File: src/rtl/ib_sched_pkg.sv
// Shared types for the IB decoder iteration scheduler: state encoding,
// default widths and bit positions of the handshake output vector.
package ib_sched_pkg;

  localparam int ITER_W_DEF    = 6;
  localparam int TIMEOUT_W_DEF = 8;

  typedef enum logic [3:0] {
    S_IDLE     = 4'd0,
    S_INIT_CNU = 4'd1,
    S_INIT_VNU = 4'd2,
    S_CNU_RUN  = 4'd3,
    S_CNU_UPD  = 4'd4,
    S_VNU_RUN  = 4'd5,
    S_VNU_UPD  = 4'd6,
    S_DONE     = 4'd7,
    S_ERR      = 4'd8
  } sched_state_e;

  localparam int HS_CNU_UPD  = 0;
  localparam int HS_CNU_RDF  = 1;
  localparam int HS_CNU_INIT = 2;
  localparam int HS_VNU_UPD  = 3;
  localparam int HS_VNU_RDF  = 4;
  localparam int HS_VNU_INIT = 5;
  localparam int HS_W        = 6;

  // Handshake drive pattern for each state; unlisted states drive nothing.
  function automatic logic [HS_W-1:0] hs_decode(input sched_state_e s);
    logic [HS_W-1:0] v;
    v = '0;
    case (s)
      S_INIT_CNU: begin v[HS_CNU_INIT] = 1'b1; v[HS_CNU_UPD] = 1'b1; end
      S_CNU_UPD:  begin v[HS_CNU_RDF]  = 1'b1; v[HS_CNU_UPD] = 1'b1; end
      S_INIT_VNU: begin v[HS_VNU_INIT] = 1'b1; v[HS_VNU_UPD] = 1'b1; end
      S_VNU_UPD:  begin v[HS_VNU_RDF]  = 1'b1; v[HS_VNU_UPD] = 1'b1; end
      default: ;
    endcase
    return v;
  endfunction

  function automatic logic is_wait_state(input sched_state_e s);
    return (s == S_INIT_CNU) || (s == S_INIT_VNU) ||
           (s == S_CNU_UPD)  || (s == S_VNU_UPD);
  endfunction

endpackage

File: src/rtl/ib_iter_update_scheduler_if.sv
// Control and handshake bundle between decode control, the scheduler and
// the CNU/VNU update handshakes. slave = scheduler, master = its environment.
interface ib_iter_update_scheduler_if #(
  parameter int ITER_W = ib_sched_pkg::ITER_W_DEF
);
  logic              decode_start_i;
  logic              abort_i;
  logic              early_term_i;
  logic [ITER_W-1:0] iter_max_i;
  logic              cnu_rd_done_i;
  logic              vnu_rd_done_i;
  logic              cnu_wr_i;
  logic              vnu_wr_i;
  logic              cnu_iter_update_o;
  logic              vnu_iter_update_o;
  logic              cnu_rd_finish_o;
  logic              vnu_rd_finish_o;
  logic              cnu_init_load_en_o;
  logic              vnu_init_load_en_o;
  logic [ITER_W-1:0] iter_cnt_o;
  logic              busy_o;
  logic              done_o;
  logic              timeout_err_o;

  modport slave (
    input  decode_start_i, abort_i, early_term_i, iter_max_i,
           cnu_rd_done_i, vnu_rd_done_i, cnu_wr_i, vnu_wr_i,
    output cnu_iter_update_o, vnu_iter_update_o, cnu_rd_finish_o,
           vnu_rd_finish_o, cnu_init_load_en_o, vnu_init_load_en_o,
           iter_cnt_o, busy_o, done_o, timeout_err_o
  );

  modport master (
    output decode_start_i, abort_i, early_term_i, iter_max_i,
           cnu_rd_done_i, vnu_rd_done_i, cnu_wr_i, vnu_wr_i,
    input  cnu_iter_update_o, vnu_iter_update_o, cnu_rd_finish_o,
           vnu_rd_finish_o, cnu_init_load_en_o, vnu_init_load_en_o,
           iter_cnt_o, busy_o, done_o, timeout_err_o
  );
endinterface

File: src/rtl/ib_update_ack_det.sv
// Falling-edge detector on a handshake write flag; ack is combinational from
// a one-cycle history, so a flag already high on state entry is not an ack.
module ib_update_ack_det (
  input  logic read_clk,
  input  logic rstn,
  input  logic clr,
  input  logic wr,
  output logic ack
);

  logic wr_hist;

  always_ff @(posedge read_clk) begin
    if (!rstn || clr) wr_hist <= 1'b0;
    else              wr_hist <= wr;
  end

  assign ack = wr_hist & ~wr;

endmodule

File: src/rtl/ib_iter_update_scheduler.sv
// Iteration scheduler for the IB LUT decoder: sequences CNU/VNU update handshakes,
// Moore outputs one cycle after the triggering input, watchdog on every wait state.
module ib_iter_update_scheduler
  import ib_sched_pkg::*;
#(
  parameter int ITER_W    = ITER_W_DEF,
  parameter int TIMEOUT_W = TIMEOUT_W_DEF
) (
  input  logic                       read_clk,
  input  logic                       rstn,
  ib_iter_update_scheduler_if.slave  bus
);

  localparam logic [TIMEOUT_W-1:0] WD_LAST  = {{(TIMEOUT_W-1){1'b1}}, 1'b0};
  localparam logic [ITER_W-1:0]    ITER_SAT = '1;

  sched_state_e      state_q, state_d;
  logic [TIMEOUT_W-1:0] wd_q;
  logic [ITER_W-1:0] iter_cnt_q, iter_max_q, iter_inc;
  logic              timeout_err_q;
  logic              cnu_ack, vnu_ack;
  logic              state_chg, wd_fire, start_acc;
  logic [HS_W-1:0]   hs;

  assign state_chg = (state_d != state_q);
  assign wd_fire   = (wd_q == WD_LAST);
  assign start_acc = (state_q == S_IDLE) && bus.decode_start_i && !bus.abort_i;
  assign iter_inc  = (iter_cnt_q == ITER_SAT) ? iter_cnt_q : iter_cnt_q + ITER_W'(1);

  // Histories restart on every state change so edges never carry across states.
  ib_update_ack_det u_cnu_ack (
    .read_clk (read_clk),
    .rstn     (rstn),
    .clr      (state_chg),
    .wr       (bus.cnu_wr_i),
    .ack      (cnu_ack)
  );

  ib_update_ack_det u_vnu_ack (
    .read_clk (read_clk),
    .rstn     (rstn),
    .clr      (state_chg),
    .wr       (bus.vnu_wr_i),
    .ack      (vnu_ack)
  );

  always_ff @(posedge read_clk) begin
    if (!rstn) state_q <= S_IDLE;
    else       state_q <= state_d;
  end

  always_comb begin
    state_d = state_q;
    if (state_q == S_IDLE) begin
      if (start_acc) state_d = S_INIT_CNU;
    end else if (bus.abort_i) begin
      state_d = S_IDLE;
    end else begin
      case (state_q)
        S_INIT_CNU: begin
          if (cnu_ack)      state_d = S_INIT_VNU;
          else if (wd_fire) state_d = S_ERR;
        end
        S_INIT_VNU: begin
          if (vnu_ack)      state_d = S_CNU_RUN;
          else if (wd_fire) state_d = S_ERR;
        end
        S_CNU_RUN: if (bus.cnu_rd_done_i) state_d = S_CNU_UPD;
        S_CNU_UPD: begin
          if (cnu_ack)      state_d = S_VNU_RUN;
          else if (wd_fire) state_d = S_ERR;
        end
        S_VNU_RUN: if (bus.vnu_rd_done_i) state_d = S_VNU_UPD;
        S_VNU_UPD: begin
          if (vnu_ack) begin
            if (bus.early_term_i || (iter_inc >= iter_max_q)) state_d = S_DONE;
            else                                              state_d = S_CNU_RUN;
          end else if (wd_fire) begin
            state_d = S_ERR;
          end
        end
        default: state_d = S_IDLE;
      endcase
    end
  end

  always_comb begin
    hs                     = hs_decode(state_q);
    bus.cnu_iter_update_o  = hs[HS_CNU_UPD];
    bus.cnu_rd_finish_o    = hs[HS_CNU_RDF];
    bus.cnu_init_load_en_o = hs[HS_CNU_INIT];
    bus.vnu_iter_update_o  = hs[HS_VNU_UPD];
    bus.vnu_rd_finish_o    = hs[HS_VNU_RDF];
    bus.vnu_init_load_en_o = hs[HS_VNU_INIT];
    bus.busy_o             = (state_q != S_IDLE);
    bus.done_o             = (state_q == S_DONE);
    bus.iter_cnt_o         = iter_cnt_q;
    bus.timeout_err_o      = timeout_err_q;
  end

  // Watchdog counts only while a handshake owes us an ack.
  always_ff @(posedge read_clk) begin
    if (!rstn || state_chg || !is_wait_state(state_q)) wd_q <= '0;
    else                                               wd_q <= wd_q + TIMEOUT_W'(1);
  end

  always_ff @(posedge read_clk) begin
    if (!rstn) begin
      iter_cnt_q    <= '0;
      iter_max_q    <= '0;
      timeout_err_q <= 1'b0;
    end else begin
      if (start_acc) begin
        iter_cnt_q    <= '0;
        iter_max_q    <= (bus.iter_max_i == '0) ? ITER_W'(1) : bus.iter_max_i;
        timeout_err_q <= 1'b0;
      end else begin
        if ((state_q == S_VNU_UPD) && vnu_ack && !bus.abort_i) iter_cnt_q <= iter_inc;
        if (state_d == S_ERR) timeout_err_q <= 1'b1;
      end
    end
  end

endmodule

File: src/flat_wrapper.sv
// flat-port wrapper written by rule: the top's interface ports become plain ports
module ib_iter_update_scheduler_flat import ib_sched_pkg::*;
#(
  parameter int ITER_W    = ITER_W_DEF,
  parameter int TIMEOUT_W = TIMEOUT_W_DEF
)
  (read_clk, rstn, bus_decode_start_i, bus_abort_i, bus_early_term_i, bus_iter_max_i, bus_cnu_rd_done_i, bus_vnu_rd_done_i, bus_cnu_wr_i, bus_vnu_wr_i, bus_cnu_iter_update_o, bus_vnu_iter_update_o, bus_cnu_rd_finish_o, bus_vnu_rd_finish_o, bus_cnu_init_load_en_o, bus_vnu_init_load_en_o, bus_iter_cnt_o, bus_busy_o, bus_done_o, bus_timeout_err_o);
  ib_iter_update_scheduler_if #(.ITER_W(ITER_W)) bus_i ();
  input  logic read_clk;
  input  logic rstn;
  input wire logic [$bits(bus_i.decode_start_i)-1:0] bus_decode_start_i;
  input wire logic [$bits(bus_i.abort_i)-1:0] bus_abort_i;
  input wire logic [$bits(bus_i.early_term_i)-1:0] bus_early_term_i;
  input wire logic [$bits(bus_i.iter_max_i)-1:0] bus_iter_max_i;
  input wire logic [$bits(bus_i.cnu_rd_done_i)-1:0] bus_cnu_rd_done_i;
  input wire logic [$bits(bus_i.vnu_rd_done_i)-1:0] bus_vnu_rd_done_i;
  input wire logic [$bits(bus_i.cnu_wr_i)-1:0] bus_cnu_wr_i;
  input wire logic [$bits(bus_i.vnu_wr_i)-1:0] bus_vnu_wr_i;
  output wire logic [$bits(bus_i.cnu_iter_update_o)-1:0] bus_cnu_iter_update_o;
  output wire logic [$bits(bus_i.vnu_iter_update_o)-1:0] bus_vnu_iter_update_o;
  output wire logic [$bits(bus_i.cnu_rd_finish_o)-1:0] bus_cnu_rd_finish_o;
  output wire logic [$bits(bus_i.vnu_rd_finish_o)-1:0] bus_vnu_rd_finish_o;
  output wire logic [$bits(bus_i.cnu_init_load_en_o)-1:0] bus_cnu_init_load_en_o;
  output wire logic [$bits(bus_i.vnu_init_load_en_o)-1:0] bus_vnu_init_load_en_o;
  output wire logic [$bits(bus_i.iter_cnt_o)-1:0] bus_iter_cnt_o;
  output wire logic [$bits(bus_i.busy_o)-1:0] bus_busy_o;
  output wire logic [$bits(bus_i.done_o)-1:0] bus_done_o;
  output wire logic [$bits(bus_i.timeout_err_o)-1:0] bus_timeout_err_o;
  assign bus_i.decode_start_i = bus_decode_start_i;
  assign bus_i.abort_i = bus_abort_i;
  assign bus_i.early_term_i = bus_early_term_i;
  assign bus_i.iter_max_i = bus_iter_max_i;
  assign bus_i.cnu_rd_done_i = bus_cnu_rd_done_i;
  assign bus_i.vnu_rd_done_i = bus_vnu_rd_done_i;
  assign bus_i.cnu_wr_i = bus_cnu_wr_i;
  assign bus_i.vnu_wr_i = bus_vnu_wr_i;
  assign bus_cnu_iter_update_o = bus_i.cnu_iter_update_o;
  assign bus_vnu_iter_update_o = bus_i.vnu_iter_update_o;
  assign bus_cnu_rd_finish_o = bus_i.cnu_rd_finish_o;
  assign bus_vnu_rd_finish_o = bus_i.vnu_rd_finish_o;
  assign bus_cnu_init_load_en_o = bus_i.cnu_init_load_en_o;
  assign bus_vnu_init_load_en_o = bus_i.vnu_init_load_en_o;
  assign bus_iter_cnt_o = bus_i.iter_cnt_o;
  assign bus_busy_o = bus_i.busy_o;
  assign bus_done_o = bus_i.done_o;
  assign bus_timeout_err_o = bus_i.timeout_err_o;
  ib_iter_update_scheduler #(.ITER_W(ITER_W), .TIMEOUT_W(TIMEOUT_W)) u_core (.read_clk(read_clk), .rstn(rstn), .bus(bus_i));
endmodule
File: config.mk
export PLATFORM = sky130hd
export DESIGN_NAME = ib_iter_update_scheduler_flat
export DESIGN_NICKNAME = d
export VERILOG_FILES = /design/src/rtl/ib_sched_pkg.sv /design/src/rtl/ib_iter_update_scheduler_if.sv /design/src/rtl/ib_update_ack_det.sv /design/src/rtl/ib_iter_update_scheduler.sv /design/src/flat_wrapper.sv
export SDC_FILE = /design/constraint.sdc
export NUM_CORES = 1
export LEC_CHECK = 0
export BUFFER_PORTS_ARGS = -buffer_cell sky130_fd_sc_hd__buf_2
export CORE_MARGIN = 2
export CORE_UTILIZATION = 49
export DETAILED_ROUTE_END_ITERATION = 6
export PLACE_DENSITY = 0.76
export SYNTH_ARGS = -nofsm -noshare
export SYNTH_HDL_FRONTEND = slang
export SYNTH_SLANG_ARGS = --single-unit
export TNS_END_PERCENT = 10
File: constraint.sdc
create_clock -name read_clk -period 4.1 [get_ports read_clk]
set_input_delay 1.025 -clock read_clk [delete_from_list [all_inputs] [get_ports read_clk]]
set_output_delay 1.025 -clock read_clk [all_outputs]
set_load 0.05 [all_outputs]
; Word level (Yosys, flattened, before mapping)
; Cells that the tools add are included.
[word_totals]
reg_bits = 27
input_bits = 15
[op_classes]
add_sub_neg = 2
order_cmp = 1
eq_ne = 11
n_mux = 20
n_bitwise = 5
n_reduce_logical = 19
[ops]
columns = operator, n
row1 = two-way mux 4 bit, 10
row2 = one-hot mux 4 bit (6 select lines), 1
row3 = == test 4 x 3 -> 1 bit (second input constant), 4
row4 = two-way mux 6 bit, 2
row5 = adder 8 x 1 -> 8 bit (second input constant), 1
row6 = == test 4 x 2 -> 1 bit (second input constant), 2
row7 = == test 8 bit (second input constant), 1
row8 = adder 6 x 1 -> 6 bit (second input constant), 1
row9 = == test 6 bit (second input constant), 1
row10 = >= comparator 6 bit, 1
row11 = zero test 6 bit, 1
row12 = logical OR 1 bit, 6
row13 = two-way mux 1 bit, 6
row14 = OR reduction 2 bit, 3
row15 = == test 4 x 1 -> 1 bit (second input constant), 1
row16 = == test 4 bit (second input constant), 1
row17 = logical AND 1 bit, 4
row18 = zero test 4 bit, 1
row19 = != test 4 bit, 1
row20 = nonzero test 4 bit, 1
row21 = zero test 1 bit, 3
row22 = two-way mux 3 bit, 1
row23 = inverter 1 bit, 3
row24 = bitwise AND 1 bit, 2

; Longest topological paths before layout
; Gate-level depths: netlist of run 1.
[logic_depth]
depth_word = 12
mapped_depth = 11
depth_no_buf = 10

; Hierarchy
; From an unflattened synthesis of run 1, not the netlist that was laid out.
[hier_totals]
hier_cells = 206
area_unflattened_um2 = 1731.7
[by_module_without_submodules]
columns = module, instances, cells_per_inst, area_each_um2, seq_area_each_um2
row1 = ib_iter_update_scheduler, 1, 200, 1661.6, 500.5
row2 = ib_update_ack_det, 2, 3, 35.0, 20.0

; Worst setup path before layout of run 1
; Ideal clock, no wire load.
[synth_path]
path_type = register to output
from = register u_core.state_q[3]
to = output bus_vnu_init_load_en_o
arrival_time_ps = 2022
t_required_ps = 3075
path_slack_ps = 1053
path_stages_with_launch = 4
path_buffers = 1
path_cell_list = dfxtp_1 -> buf_2 -> nor3b_2 -> nor2b_1
[synth_via]
elab_chain_cells = 2
[synth_rtl]
columns = element, line_no
row1 = from (decl), ib_iter_update_scheduler.sv:17  ; sched_state_e state_q, state_d;
row2 = from (signal assigned), ib_iter_update_scheduler.sv:49  ; else state_q <= state_d;
row3 = == test 4 x 2 -> 1 bit, ib_sched_pkg.sv:32  ; case (s)
row4 = two-way mux 1 bit, ib_sched_pkg.sv:32
row5 = to (decl), flat_wrapper.sv:24  ; output wire logic [$bits(bus_i.vnu_init_load_en_o)-1:0] bus_vnu_init_load_en_o;
; Every way passes these cells.

; Worst setup path after layout of run 1
[layout_path]
from = register u_core.state_q[2]
to = output bus_cnu_iter_update_o
[layout_via]
elab_chain_cells = 3
word_cells_on_any_way = 4
[layout_rtl]
columns = element, line_no
row1 = == test 4 x 3 -> 1 bit / == test 4 x 1 -> 1 bit (equally long branches), ib_sched_pkg.sv:32
row2 = OR reduction 2 bit (no line) (*), --
row3 = two-way mux 1 bit (*), ib_sched_pkg.sv:32
row4 = to (decl), flat_wrapper.sv:19  ; output wire logic [$bits(bus_i.cnu_iter_update_o)-1:0] bus_cnu_iter_update_o;
; Every way passes the cells marked *; elsewhere a longest branch is shown, timed or not.

==> flow_summary.rst, run 1 <==
.. list-table::
   :header-rows: 1

   * - Metric
     - Value
   * - Status
     - finished clean
   * - Hold Slack
     - 470 ps
   * - Commonest non-fill, non-tap cell in the layout
     - sky130_fd_sc_hd__buf_2
   * - Final estimated routing congestion in global placement
     - 0.922
   * - Fmax
     - 0.332 GHz
   * - Category of the critical setup timing path
     - reg -> out
   * - Port Buf Inserts
     - 29
   * - Post-Synth Adder-Cell Area
     - 6.79%
   * - Beginning of the worst hold path
     - u_core.iter_max_q[5]$_SDFFE_PN0P_
   * - Horiz. Die Dim
     - 62.2 um
   * - Post-synth cell types
     - 48
   * - CP Capture Type
     - output pin
   * - Relative contribution of combinational cells to total power
     - 11.1%
   * - Sink Count
     - 27
   * - Worst slew margin
     - 55.1%
   * - Worst-path clk slew
     - 150 ps
   * - Post-Syn Nets
     - 226
   * - Post-CTS setup buffer count
     - 0
   * - Average vias per placed instance
     - 5.31
   * - Number of antenna violations at the first check in global routing
     - 0
   * - Power Internal
     - 0.000322 W
   * - Number of DRC violations after detailed-routing iteration 0
     - 104
   * - Fraction of layout cells with a size suffix above 1
     - 20.7%
   * - Mean cell area of the mapped netlist
     - 8.21 um^2
   * - Gates resized, CTS repair
     - 0
   * - Floorplan row count
     - 21
   * - Length of the first detailed-routing pass in iterations
     - 4
   * - Leakage component of the power
     - 0.790 nW
   * - Reg2reg setup slack
     - 1430 ps
   * - Final Slew Violations
     - 0
   * - Met2 layer usage reported by global route
     - 28.4%
   * - CTS max path bufs
     - 2
   * - Simple-gate share of the synthesized area
     - 30.6%
   * - Clock tree from TritonCTS
     - yes
   * - Estimated wirelength of the detail-placed design
     - 2450 um
   * - Vias after detailed routing
     - 1,450
   * - Number of register bits inferred by synthesis
     - 27
   * - Post-synthesis compound-gate area fraction
     - 16.8%
   * - Top_reg_cell synth
     - sky130_fd_sc_hd__dfxtp_1
   * - Endpoint, Worst Hold
     - u_core.iter_max_q[5]$_SDFFE_PN0P_
   * - Count of cells along the worst hold path
     - 2
   * - Post-synth EDFFs
     - 0
   * - Grt total ovfl
     - 0
   * - Worst R2R Start
     - u_core.bus.iter_cnt_o[0]$_SDFFE_PP0P_
   * - Pin count of the biggest net entering global routing
     - 20
   * - Die Footprint
     - 3870 um^2
   * - I/O pins
     - 30
   * - Number of buffers added by the clock tree synthesis step
     - 3
   * - Final Cycle Share
     - 73.4%
   * - Power dissipated by switching net loads
     - 0.000112 W
   * - Core ar.
     - 3280 um^2
   * - Fraction of synthesis flops using an asynchronous set or reset pin
     - 0%
   * - Worst-case vdd ir drop
     - 0.135 mV
   * - Seq/Total Area, Yosys
     - 32.6%
   * - Clock Skew
     - 5.39 ps
   * - First-pass GRT wire length
     - 5820 um
   * - Met1 track demand over resource in global routing
     - 26.0%
   * - TNS Setup
     - 0 ps
   * - Post-cts hold buffer count
     - 0
   * - Global-route total usage across every layer
     - 17.9%
   * - Final setup fails
     - 0
   * - Capture instance of the worst register-to-register path
     - u_core.state_q[2]$_SDFF_PN0_
   * - Cell taking the most area after synthesis
     - sky130_fd_sc_hd__dfxtp_1
   * - Met3 track demand over resource in global routing
     - 1.99%
   * - Synthesis-to-finish area growth
     - 11.9%
   * - Power share of the sequential group
     - 62.5%
   * - Clock share of power
     - 26.4%
   * - Routed Antenna Nets
     - 0
   * - Ys Warns
     - 0
   * - Initial core utilization
     - 50.5%
   * - Drt drc
     - 0
   * - Clock insertion delay at the later pin of the skew report
     - 320 ps
   * - Synth Instances
     - 202
   * - Multiplexer area fraction after synthesis
     - 3.77%
   * - Max capacitance violation total
     - 0
   * - Final critical-path required period
     - 3010 ps
   * - Class of the tightest hold or removal check
     - reg -> reg
   * - Main combinational cell family by area after synthesis
     - simple AND/OR/NAND/NOR gates
   * - Worst-margin pin slew
     - 669 ps
   * - Count of inserted antenna diode cells
     - 0
   * - Post-detailed-route wirelength per cell
     - 12.0 um
   * - Detailed Route WL
     - 3260 um
   * - Fraction of power spent switching nets
     - 25.8%
   * - Number of global-route vias before repair
     - 1,290
   * - Kind of start point of the critical path
     - flop
   * - Clock root buffer
     - sky130_fd_sc_hd__clkbuf_4
   * - Final net count
     - 252
   * - Parity-gate share of the synthesized area counting xor and xnor cells
     - 4.75%
   * - Synthesized area
     - 1660 um^2
   * - Worst EP arrival
     - 1990 ps
   * - Critical Path RT
     - 3070 ps
   * - RSZ-0062 raised after global routing
     - no
   * - Depth of the most critical reg-to-reg path
     - 10
   * - # H-tree levels
     - 1
   * - Chip height
     - 62.2 um
   * - Leading cell types by total area after synthesis
     - sky130_fd_sc_hd__dfxtp_1, sky130_fd_sc_hd__ha_1, sky130_fd_sc_hd__nor2_1
   * - Most heavily used metal layer in global routing
     - met2
   * - Commonest non-fill, non-tap cells in the layout
     - sky130_fd_sc_hd__buf_2, sky130_fd_sc_hd__dfxtp_1, sky130_fd_sc_hd__nor2_1
   * - Power per Cell Area
     - 234 nW/um^2
   * - Total count of hold-check failures in the final report
     - 0
   * - Maximum fanout count along the critical path
     - 19
   * - Area share of the largest cell type after synthesis
     - 32.6%
-- worst max path at each step --
| stage | from | endpoint | slack (ps) | cells past startpoint |
|---|---|---|---|---|
| 3_3_place_gp | u_core.state_q[2]$_SDFF_PN0_ | bus_cnu_iter_update_o | 1470 | 4 |
| 4_1_cts | u_core.state_q[2]$_SDFF_PN0_ | bus_cnu_iter_update_o | 1090 | 4 |
| 3_5_place_dp | u_core.state_q[2]$_SDFF_PN0_ | bus_cnu_iter_update_o | 1470 | 4 |
| 6_report | u_core.state_q[2]$_SDFF_PN0_ | bus_cnu_iter_update_o | 1090 | 4 |
| 2_1_floorplan | u_core.state_q[3]$_SDFF_PN0_ | bus_vnu_init_load_en_o | 1050 | 3 |
| 5_1_grt | u_core.state_q[2]$_SDFF_PN0_ | bus_cnu_iter_update_o | 970 | 4 |
-- through the flow --
stage               setup slack [ps]  std cells  power [W]  util, %  area [um^2]
finish                          1090        273   0.000434     56.5         1860
global route                     968        273   0.000455     56.5         1860
CTS                             1090        273   0.000438     56.5         1860
detailed placement              1470        269   0.000325     55.7         1830
global placement                1470        269   0.000325     55.7         1830
floorplan                       1050        202   0.000309        -         1660
-- routing by layer --
layer  vias up  wire length (um)
li1        763                 -
met1       657              1710
met2        28              1430
met3         2                87
met4         0                30
met5         -                 0
-- worst max-delay path: stages (launching register included) --
cell and delay, ps:
sky130_fd_sc_hd__dfxtp_1 680, sky130_fd_sc_hd__or4b_4 550, sky130_fd_sc_hd__inv_2 80, sky130_fd_sc_hd__or2_2 110
sky130_fd_sc_hd__buf_2 250
-- synth_stat cells (all sizes together), types with 2 or more instances --
library cell and count:
nand3 6, nand4 3, clkbuf 6, and2 3, a21boi 5, mux2 2, a211oi 4, xor2 6
xnor2 3, nand2b 6, dfxtp 27, o21ai 6, inv 12, a21oi 13, nand2 19, and3 4
nor2 22, ha 9, nor3 11, o22ai 2, mux2i 4, a21o 2, nor2b 3, buf 2
or2 4
-- area by class of cell --
type                    instances  area, um^2
fillers                       334        1430
clock buffers                   3        22.5
inverters                      12        45.0
multi-input cells             155        1040
flip-flops and latches         27         541
repair buffers                 29         145
clock inverters                 1        5.00
well taps                      46        57.6
-- power by group through the flow --
stage	Combinational, W	Sequential [W]	Clock (W)
CTS	0.0000486	0.000271	0.000118
global placement	0.0000481	0.000277	0
finish	0.0000483	0.000271	0.000115
global route	0.0000543	0.000272	0.000129
floorplan	0.0000338	0.000275	0
detailed placement	0.0000482	0.000277	0
-- state kept, by name, summed over array words and instances, names as in the netlist --
name / count
u_core.u_cnu_ack.wr_hist: 1
u_core.state_q: 4
u_core.wd_q: 8
u_core.bus.timeout_err_o: 1
u_core.bus.iter_cnt_o: 6
u_core.iter_max_q: 6
u_core.u_vnu_ack.wr_hist: 1
-- cells by family after synthesis --
family          after synthesis
mux                           6
compound gates               40
fa+ha+maj                     9
simple gates                 91
flops                        27
xor+xnor                      9
buf+inv                      20
No activity file was read; power rests on OpenSTA's default activity.
==> run 2, diff against run 1 <==
==> constraint.sdc (replaced) <==
create_clock -name read_clk -period 3.1 [get_ports read_clk]
set_input_delay 0.775 -clock read_clk [delete_from_list [all_inputs] [get_ports read_clk]]
set_output_delay 0.775 -clock read_clk [all_outputs]
set_load 0.05 [all_outputs]
==> flow_summary.rst, run 2 (synthesized netlist as in run 1, its figures left out) <==
.. list-table::
   :header-rows: 1

   * - Metric
     - Value
   * - Initial core utilization
     - 50.5% (unchanged)
   * - Post-CTS setup buffer count
     - 0 (unchanged)
   * - Reg2reg setup slack
     - 460 ps (was 1430 ps)
   * - Horiz. Die Dim
     - 62.2 um (unchanged)
   * - Beginning of the worst hold path
     - u_core.iter_max_q[4]$_SDFFE_PN0P_ (was u_core.iter_max_q[5]$_SDFFE_PN0P_)
   * - Leakage component of the power
     - 0.803 nW (was 0.790 nW)
   * - Sink Count
     - 27 (unchanged)
   * - Final Cycle Share
     - 85.2%
   * - Number of buffers added by the clock tree synthesis step
     - 3 (unchanged)
   * - First-pass GRT wire length
     - 5940 um (was 5820 um)
   * - Maximum fanout count along the critical path
     - 6 (was 19)
   * - Depth of the most critical reg-to-reg path
     - 10 (unchanged)
   * - Core Util, Final
     - 57.2% (was 56.5%)
   * - Core ar.
     - 3280 um^2 (unchanged)
   * - Count of cells along the worst hold path
     - 2 (unchanged)
   * - Worst-path clk slew
     - 140 ps (was 150 ps)
   * - Number of antenna violations at the first check in global routing
     - 0 (unchanged)
   * - Synthesis-to-finish area growth
     - 13.2% (was 11.9%)
   * - Footprint of the flip-flops and latches
     - 541 um^2 (unchanged)
   * - Grt total ovfl
     - 0 (unchanged)
   * - I/O pins
     - 30 (unchanged)
   * - Power per Cell Area
     - 304 nW/um^2 (was 234 nW/um^2)
   * - Count of inserted antenna diode cells
     - 0 (unchanged)
   * - Number of DRC violations after detailed-routing iteration 0
     - 130 (was 104)
   * - Largest register FFs
     - 8 (unchanged)
   * - Clock Skew
     - 5.39 ps (about the same)
   * - Commonest non-fill, non-tap cells in the layout
     - sky130_fd_sc_hd__buf_2, sky130_fd_sc_hd__dfxtp_1, sky130_fd_sc_hd__nor2_1 (unchanged)
   * - Drt drc
     - 0 (unchanged)
   * - Highest-delay cell along the critical path
     - sky130_fd_sc_hd__or3_1 (was sky130_fd_sc_hd__dfxtp_1)
   * - Slowest cell delay on critical path
     - 460 ps (was 680 ps)
   * - Status
     - finished clean (unchanged)
   * - Post-cts hold buffer count
     - 0 (unchanged)
   * - Worst R2R Start
     - u_core.bus.iter_cnt_o[0]$_SDFFE_PP0P_ (unchanged)
   * - Number of global-route vias before repair
     - 1,328 (was 1,290)
   * - FILL cells
     - 301 (was 334)
   * - Area used by multi-input combinational logic
     - 1040 um^2 (unchanged)
   * - Vias after detailed routing
     - 1,470 (was 1,450)
   * - Final net count
     - 255 (was 252)
   * - Max capacitance violation total
     - 0 (unchanged)
   * - Final setup fails
     - 0 (unchanged)
   * - Estimated wirelength of the detail-placed design
     - 2530 um (was 2450 um)
   * - Clock tree from TritonCTS
     - yes (unchanged)
   * - Detailed Route WL
     - 3410 um (was 3260 um)
   * - Largest reg by FF count
     - u_core.wd_q (unchanged)
   * - Kind of start point of the critical path
     - flop (unchanged)
   * - CP cell instances
     - ha_1 > nand3_1 > or3_1 > mux2_2 > ha_1 > nand2_1 > o21ai_0 > nand4_1 > a211oi_1 > o311a_1 (was or4b_4 > inv_2 > or2_2 > buf_2)
   * - TNS Setup
     - 0 ps (unchanged)
   * - Most repeated library cell on the critical path
     - sky130_fd_sc_hd__ha_1
   * - Floorplan row count
     - 21 (unchanged)
   * - Chip height
     - 62.2 um (unchanged)
   * - Endpoint, Worst Hold
     - u_core.iter_max_q[4]$_SDFFE_PN0P_ (was u_core.iter_max_q[5]$_SDFFE_PN0P_)
   * - Fmax
     - 0.378 GHz
   * - Crit path buffers/inverters
     - 0 (was 2)
   * - Clock root buffer
     - sky130_fd_sc_hd__clkbuf_4 (unchanged)
   * - Gates resized, CTS repair
     - 0 (unchanged)
   * - Total count of hold-check failures in the final report
     - 0 (unchanged)
   * - # H-tree levels
     - 1 (unchanged)
   * - Worst EP arrival
     - 2920 ps (was 1990 ps)
   * - Worst-margin pin slew
     - 633 ps (was 669 ps)
   * - Port Buf Inserts
     - 29 (unchanged)
   * - Class of the tightest hold or removal check
     - reg -> reg (unchanged)
   * - Final estimated routing congestion in global placement
     - 0.905 (was 0.922)
   * - Length of the first detailed-routing pass in iterations
     - 4 (unchanged)
   * - Final critical-path required period
     - 2640 ps
   * - Die Footprint
     - 3870 um^2 (unchanged)
   * - Commonest non-fill, non-tap cell in the layout
     - sky130_fd_sc_hd__buf_2 (unchanged)
   * - Routed Antenna Nets
     - 0 (unchanged)
   * - CTS max path bufs
     - 2 (unchanged)
   * - Kind of cell adding the most delay to the critical path
     - simple AND/OR/NAND/NOR gates (was flip-flops)
   * - Worst-case vdd ir drop
     - 0.155 mV (was 0.135 mV)
   * - RSZ-0062 raised after global routing
     - no (unchanged)
   * - Critical Path RT
     - 3380 ps (was 3070 ps)
   * - CP Capture Type
     - flop (was output pin)
   * - Fraction of layout cells with a size suffix above 1
     - 21.3% (was 20.7%)
   * - Average vias per placed instance
     - 5.33 (was 5.31)
   * - Category of the critical setup timing path
     - reg -> reg (was reg -> out)
   * - Capture instance of the worst register-to-register path
     - u_core.state_q[2]$_SDFF_PN0_ (unchanged)
   * - Worst slew margin
     - 57.6% (was 55.1%)
   * - Clock insertion delay at the later pin of the skew report
     - 320 ps (about the same)
   * - Post-detailed-route wirelength per cell
     - 12.3 um (was 12.0 um)
   * - Global-route total usage across every layer
     - 18.8% (was 17.9%)
   * - Pin count of the biggest net entering global routing
     - 19 (was 20)
   * - Final Slew Violations
     - 0 (unchanged)
## run 2: final cells by class
type,count,area share [%]
clock buffer,4,1.40
multi-input combinational,155,55.4
inverter,12,2.40
tap,46,3.06
sequential,27,28.8
timing repair buffer,32,8.93
## run 2: routing by layer
layer,GRT usage (%),vias up,share of wire [%]
li1,-,771,-
met1,26.8,661,50
met2,28.9,34,45
met3,2.54,4,3.7
met4,6.94,0,1.2
met5,0,-,0
## run 2: where the power goes
group / internal, W / leakage (nW) / switching [W] / total, W
sequential: 0.000353 / 0.219 / 0.00000530 / 0.000359
combinational: 0.0000258 / 0.569 / 0.0000394 / 0.0000652
clock: 0.0000503 / 0.0150 / 0.0000977 / 0.000148
total: 0.000429 / 0.803 / 0.000142 / 0.000572
## run 2: stage by stage
stage / worst slack [ps] / std cells / hold WS, ps / power [W] / cell area, um^2
after detailed placement: 547 / 272 / 448 / 0.000431 / 1850
final: 457 / 276 / 461 / 0.000572 / 1880
after CTS: 466 / 276 / 466 / 0.000578 / 1880
after global routing: 325 / 276 / 486 / 0.000604 / 1880
after global placement: 586 / 272 / 443 / 0.000431 / 1850
after floorplan: 250 / 202 / 435 / 0.000408 / 1660
## run 2: worst max path at each step
stage	startpoint	to	cells after the start
after floorplan	u_core.bus.iter_cnt_o[0]$_SDFFE_PP0P_	u_core.state_q[2]$_SDFF_PN0_	11
after global placement	u_core.bus.iter_cnt_o[0]$_SDFFE_PP0P_	u_core.state_q[2]$_SDFF_PN0_	10
after detailed placement	u_core.bus.iter_cnt_o[0]$_SDFFE_PP0P_	u_core.state_q[2]$_SDFF_PN0_	10
after CTS	u_core.state_q[0]$_SDFF_PN0_	bus_cnu_iter_update_o	4
after global routing	u_core.state_q[1]$_SDFF_PN0_	bus_vnu_init_load_en_o	4
final	u_core.bus.iter_cnt_o[0]$_SDFFE_PP0P_	u_core.state_q[2]$_SDFF_PN0_	10
## run 2: worst register-to-register path, stage by stage, from the launching register on
cell and delay (ps):
sky130_fd_sc_hd__dfxtp_1 450, sky130_fd_sc_hd__ha_1 230, sky130_fd_sc_hd__nand3_1 140, sky130_fd_sc_hd__or3_1 460
sky130_fd_sc_hd__mux2_2 330, sky130_fd_sc_hd__ha_1 280, sky130_fd_sc_hd__nand2_1 40, sky130_fd_sc_hd__o21ai_0 130
sky130_fd_sc_hd__nand4_1 110, sky130_fd_sc_hd__a211oi_1 230, sky130_fd_sc_hd__o311a_1 180
